<file path="src/rtl/core_pkg.sv">
// Shared core definitions: instruction width, HALT encoding, field bit positions
// and the fetch-side state encoding.
package core_pkg;

    localparam int INSN_W = 32;
    localparam logic [INSN_W-1:0] HALT_WORD = 32'h0000_0000;

    localparam int MSB_BIT = 31;
    localparam int RS_HI   = 25;
    localparam int RS_LO   = 21;
    localparam int RT_HI   = 20;
    localparam int RT_LO   = 16;
    localparam int RD_HI   = 15;
    localparam int RD_LO   = 11;
    localparam int FUNC_HI = 5;
    localparam int FUNC_LO = 0;
    localparam int IMM_HI  = 15;
    localparam int IMM_LO  = 0;

    typedef enum logic [2:0] {
        S_IDLE  = 3'd0,
        S_REQ   = 3'd1,
        S_WAIT  = 3'd2,
        S_ISSUE = 3'd3,
        S_HALT  = 3'd4
    } fetch_state_e;

endpackage

</file>
<file path="src/rtl/insn_field_split.sv">
// Purely combinational split of an instruction word into the fields the control
// unit and register file consume.
module insn_field_split
    import core_pkg::*;
(
    input  logic [INSN_W-1:0] ir,
    output logic              insmsb,
    output logic [5:0]        func,
    output logic [4:0]        rs,
    output logic [4:0]        rt,
    output logic [4:0]        rd,
    output logic [15:0]       imm
);

    assign insmsb = ir[MSB_BIT];
    assign func   = ir[FUNC_HI:FUNC_LO];
    assign rs     = ir[RS_HI:RS_LO];
    assign rt     = ir[RT_HI:RT_LO];
    assign rd     = ir[RD_HI:RD_LO];
    assign imm    = ir[IMM_HI:IMM_LO];

endmodule

</file>
<file path="src/rtl/instr_fetch_issue.sv">
// Fetch/issue front end: owns the PC, reads imem one word at a time and offers the
// decoded fields to the control unit over a valid/ready handshake.
module instr_fetch_issue
    import core_pkg::*;
#(
    parameter int                ADDR_W   = 8,
    parameter logic [ADDR_W-1:0] RESET_PC = '0
) (
    input  logic              clk,
    input  logic              rst_n,
    input  logic              start,
    output logic              imem_req,
    output logic [ADDR_W-1:0] imem_addr,
    input  logic              imem_rvalid,
    input  logic [INSN_W-1:0] imem_rdata,
    output logic              iss_valid,
    input  logic              iss_ready,
    output logic              insmsb,
    output logic [5:0]        func,
    output logic [4:0]        rs,
    output logic [4:0]        rt,
    output logic [4:0]        rd,
    output logic [15:0]       imm,
    output logic [ADDR_W-1:0] iss_pc,
    input  logic              br_valid,
    input  logic [ADDR_W-1:0] br_target,
    output logic              halted,
    output fetch_state_e      fsm_state
);

    // Handshake: a word transfers on any rising edge where iss_valid && iss_ready.
    // Once raised, iss_valid and all fields stay stable until that transfer or a
    // redirect; iss_valid never depends combinationally on iss_ready.

    fetch_state_e      state;
    fetch_state_e      state_next;
    logic [ADDR_W-1:0] pc;
    logic [INSN_W-1:0] ir;
    logic              drop;

    always_ff @(posedge clk or negedge rst_n) begin
        if (!rst_n) begin
            state <= S_IDLE;
        end else begin
            state <= state_next;
        end
    end

    always_comb begin
        state_next = state;
        case (state)
            S_IDLE:  if (start) state_next = S_REQ;
            S_REQ:   state_next = S_WAIT;
            S_WAIT: begin
                if (imem_rvalid) begin
                    // A stale or redirected response is discarded, even a HALT word.
                    if (drop || br_valid)            state_next = S_REQ;
                    else if (imem_rdata == HALT_WORD) state_next = S_HALT;
                    else                             state_next = S_ISSUE;
                end
            end
            S_ISSUE: if (br_valid || iss_ready) state_next = S_REQ;
            S_HALT:  if (start) state_next = S_REQ;
            default: state_next = S_IDLE;
        endcase
    end

    always_comb begin
        imem_req  = 1'b0;
        iss_valid = 1'b0;
        halted    = 1'b0;
        case (state)
            S_REQ:   imem_req  = 1'b1;
            S_ISSUE: iss_valid = 1'b1;
            S_HALT:  halted    = 1'b1;
            default: ;
        endcase
    end

    always_ff @(posedge clk or negedge rst_n) begin
        if (!rst_n) begin
            pc     <= RESET_PC;
            ir     <= '0;
            iss_pc <= '0;
            drop   <= 1'b0;
        end else begin
            case (state)
                S_IDLE, S_HALT: begin
                    if (start) begin
                        pc   <= RESET_PC;
                        drop <= 1'b0;
                    end
                end
                S_REQ: begin
                    // The request leaving this cycle is already addressed to the old pc.
                    if (br_valid) begin
                        pc   <= br_target;
                        drop <= 1'b1;
                    end
                end
                S_WAIT: begin
                    if (br_valid) begin
                        pc   <= br_target;
                        drop <= ~imem_rvalid;
                    end else if (imem_rvalid) begin
                        if (drop) begin
                            drop <= 1'b0;
                        end else if (imem_rdata != HALT_WORD) begin
                            ir     <= imem_rdata;
                            iss_pc <= pc;
                        end
                    end
                end
                S_ISSUE: begin
                    if (br_valid)       pc <= br_target;
                    else if (iss_ready) pc <= pc + ADDR_W'(1);
                end
                default: ;
            endcase
        end
    end

    assign imem_addr = pc;
    assign fsm_state = state;

    insn_field_split u_split (
        .ir     (ir),
        .insmsb (insmsb),
        .func   (func),
        .rs     (rs),
        .rt     (rt),
        .rd     (rd),
        .imm    (imm)
    );

endmodule

</file>
<file path="config.mk">
export PLATFORM = sky130hd
export DESIGN_NAME = instr_fetch_issue
export DESIGN_NICKNAME = d
export VERILOG_FILES = /design/src/rtl/core_pkg.sv /design/src/rtl/insn_field_split.sv /design/src/rtl/instr_fetch_issue.sv
export SDC_FILE = /design/constraint.sdc
export NUM_CORES = 1
export LEC_CHECK = 0
export ABC_AREA = 1
export CAP_MARGIN = 20
export CORE_MARGIN = 5
export CORE_UTILIZATION = 47
export CTS_CLUSTER_DIAMETER = 30
export DETAILED_ROUTE_END_ITERATION = 8
export HOLD_SLACK_MARGIN = 0.12
export PLACE_DENSITY_LB_ADDON = 0.08
export SLEW_MARGIN = 15
export SYNTH_ARGS = -nofsm -noshare
export SYNTH_HDL_FRONTEND = slang
export SYNTH_HIERARCHICAL = 1
export SYNTH_SLANG_ARGS = --single-unit
</file>
<file path="constraint.sdc">
create_clock -name clk -period 1.8 [get_ports clk]
set_input_delay 0.36 -clock clk [delete_from_list [all_inputs] [get_ports clk]]
set_output_delay 0.36 -clock clk [all_outputs]
set_load 0.05 [all_outputs]
</file>
* Yosys cells after proc, flatten, opt, wreduce, memory -nomap -nowiden
Cells that the tools add are included.
** Storage, ports and cells
- Register bits after elaboration :: 52
- Logic and storage cells :: 52
** Cells by class
- Reduce and logical (&&, ||, !) cells :: 13
- Bitwise gates (word level) :: 3
- Multiplexer cells :: 19
- Add/subtract/negate cells :: 1
- Equality and inequality tests :: 11
** Operators with widths (number)
- $logic_not A32 Y1 :: 1
- $mux W8 :: 4
- $reduce_bool A32 Y1 :: 1
- $pmux W8 S3 :: 1
- $mux W3 :: 5
- $pmux W3 S4 :: 1
- $add A8 B1 Y8 const B :: 1
- $reduce_and A4 Y1 :: 2
- $mux W1 :: 7
- $eq A3 B2 Y1 const B :: 2
- $ne A2 B2 Y1 const B :: 3
- $ne A3 B3 Y1 const B :: 2
- $reduce_bool A3 Y1 :: 2
- $reduce_and A5 Y1 :: 1
- $ne A2 B1 Y1 const B :: 2
- $reduce_or A2 Y1 :: 2
- $eq A3 B1 Y1 const B :: 1
- $eq A3 B3 Y1 const B :: 1
- $logic_not A3 Y1 :: 1
- $not A1 Y1 :: 3
- $pmux W1 S3 :: 1
- $reduce_and A3 Y1 :: 1
- $logic_or A1 B1 Y1 :: 2

* Depth between registers and ports, before layout
- Depth after elaboration :: 5
- Mapped depth :: 10
- Mapped depth without buffers :: 10

* Hierarchy
Netlist, hierarchy kept.
** Modules (own cells, without submodules)
- instr_fetch_issue :: instances 1, area each 2906.5 µm², cells each 325, seq. area each 1301.2 µm²
- insn_field_split :: instances 1, area each 285.3 µm², cells each 38, seq. area each 0.0 µm²

* Worst setup path after synthesis
OpenSTA, ideal clock, no wires.
- Kind :: register -> output
- From :: reg state[2], in the netlist fsm_state[2]
- To :: out halted
- Required time :: 1.440 ns
- Setup slack :: -0.139 ns
- Arrival :: 1.579 ns
- Cell stages (with the launch flop) :: 3
- Path through :: dfrtp_1 > inv_2 > nor2_1
** On the way
- Cells in the longest elaborated chain, start to end :: 2
** RTL lines
- start: declaration :: RTL line instr_fetch_issue.sv:35 : fetch_state_e state;
- start signal: assignment :: RTL line instr_fetch_issue.sv:45 : state <= state_next;
- $eq A3 B3 Y1 :: RTL line instr_fetch_issue.sv:72 : case (state)
- $mux W1 :: RTL line instr_fetch_issue.sv:72
- end: declaration :: RTL line instr_fetch_issue.sv:27 : output logic halted,
No other way between the ends.

* Worst setup path in the final report
- From :: reg state[0], in the netlist fsm_state[0]
- To :: out iss_valid
** On the way
- Cells in the longest elaborated chain, start to end :: 2
** RTL lines
- $eq A3 B2 Y1 :: RTL line instr_fetch_issue.sv:72
- $mux W1 :: RTL line instr_fetch_issue.sv:72
- end: declaration :: RTL line instr_fetch_issue.sv:16 : output logic iss_valid,
No other way between the ends.

==> impl_metrics.json <==
{
  "syn_area_um2": 2970,
  "num-nets-final": 470,
  "syn-instance-count": 343,
  "dpl-instance-area_um2": 3800,
  "cts_sinks": 47,
  "grt_usage_pct": 16.4,
  "rsz0062_at_grt": "false",
  "antennaDiodeCount": 0,
  "first_pass_iters": 4,
  "final.min_clock_period_ns": 1.71,
  "r2r-start": "fsm_state[0]",
  "cts_setup_buffers": 0,
  "outcome": "finished, final reports clean",
  "finalPower_mw": 7.52,
  "dpl.hpwl_um": 4890,
  "start_kind": "flip-flop",
  "drt_wl_total_um": 6300,
  "io_pins": 106,
  "drc": 0,
  "required_ns": 1.44,
  "yosysWarnings": 6,
  "grt-ovfl-total": 0,
  "area_growth_syn_to_layout_pct": 31.2,
  "grt_max_degree": 48,
  "fin_setup_tns_ns": 0,
  "cts_buffer_depth": 2,
  "ir_drop_uv": 1080,
  "routed_via_density": 4.55,
  "utilization_pct": 62.5,
  "fin_area_um2": 3900,
  "hold_depth": 2,
  "wl_per_cell_um": 12.6,
  "die_width_um": 89.5,
  "worst_slack_ns": 0.0913,
  "hold_ws_ns": 0.492,
  "initial_core_util_pct": 47.6,
  "core_area_um2": 6240,
  "via_count": 2281,
  "worstMarginPinSlew_ns": 0.292,
  "avgSynthCellArea_um2": 8.67,
  "end_kind": "primary output",
  "clkSlewWorstSetupHoldPaths_ns": 0.09,
  "numCtsBuffers": 5,
  "maxSlewViolCount": 0,
  "place_inst": 492,
  "hold_end": "ir[19]",
  "cts_root_buf": "clkbuf_8",
  "rows": 29,
  "antenna_found_initial": 0,
  "drtAntennaViolNets": 0,
  "final-hold-violation-count": 0,
  "hp-start": "ir[19]",
  "die-area_um2": 8020,
  "reg2reg_depth": 8,
  "timing.final.crit_share_pct": 94.9,
  "cts_hold_buf": 1,
  "power.density_nw_per_um2": 1930,
  "maxCapViolCount": 0,
  "cts_resized": 0,
  "fin_cells": 501,
  "grt_first_pass_wirelength_um": 10200,
  "hp-class": "reg -> reg",
  "ff2ff_setup_slack_ns": 0.30,
  "finalSetupViolations": 0,
  "cts_tree": "yes",
  "clkLatencyLatePin_ns": 0.30,
  "grt_pass1_vias": 2206,
  "criticalPathCategory": "reg -> out",
  "crit-reg2reg-capture": "imem_addr[7]",
  "drt_iter0_drc": 103,
  "timing.fmax_mhz": 585,
  "synth_nets": 390,
  "dieHeight_um": 89.5,
  "slew_headroom_pct": 80.5,
  "cp_max_fo": 10,
  "drive_gt1_share_pct": 43.4,
  "arrival_ns": 1.35,
  "place_ws_ns": -0.166,
  "htree_levels": 2,
  "finalClockSkew_ns": 0.00822,
  "leakage_nw": 1.93,
  "place.gp.congestion": 0.832,
  "portBuffers": 105
}
-- final cells by class --
class                   instances  area [µm²]
clock buffers                   5        68.8
clock inverters                 3        20.0
fillers                       589        2340
inverters                      48         180
multi-input cells             200        1230
flip-flops and latches         47        1180
well taps                      77        96.3
repair buffers                121        1130
-- flip-flops by register name (all words and copies together), names as in the netlist --
register and cells:
ir 27, fsm_state 3, iss_pc 8, drop 1, imem_addr 8
-- worst max-delay path by stage --
| stage | from | slack, ns | end |
|---|---|---|---|
| global route | fsm_state[0] | 0.02 | iss_valid |
| CTS | fsm_state[0] | 0.08 | iss_valid |
| floorplan | fsm_state[0] | 0.01 | imem_addr[4] |
| detailed placement | imem_rdata[23] | -0.17 | ir[7] |
| global placement | imem_rdata[3] | -0.12 | ir[31] |
| finish | fsm_state[0] | 0.09 | iss_valid |
-- metal layers --
metal	vias up	track usage [%]	wire, µm
li1	1185	-	-
met1	1028	22.3	2820
met2	62	25.9	2930
met3	6	3.69	485
met4	0	5.28	64
met5	-	0	0
-- placed cells by master (no fill, tap or decap), types with 5 or more instances in the layout --
cell type	n
a21oi_1	6
buf_12	9
buf_4	66
clkbuf_8	5
clkdlybuf4s50_1	44
dfrtp_1	46
inv_1	42
inv_2	6
nand2_1	34
nand2_2	42
nand3_1	9
nor2_1	41
o21ai_2	40
-- where the power goes --
| group | switching, mW | internal [mW] |
|---|---|---|
| Clock | 0.377 | 0.271 |
| Sequential | 0.431 | 1.52 |
| Combinational | 3.32 | 1.60 |
-- critical path: stages, from the launching register on --
cell     delay (ns)
dfrtp_1        0.50
nand2_2        0.15
nor2_8         0.22
buf_12         0.17
No activity file was read; power rests on OpenSTA's default activity.
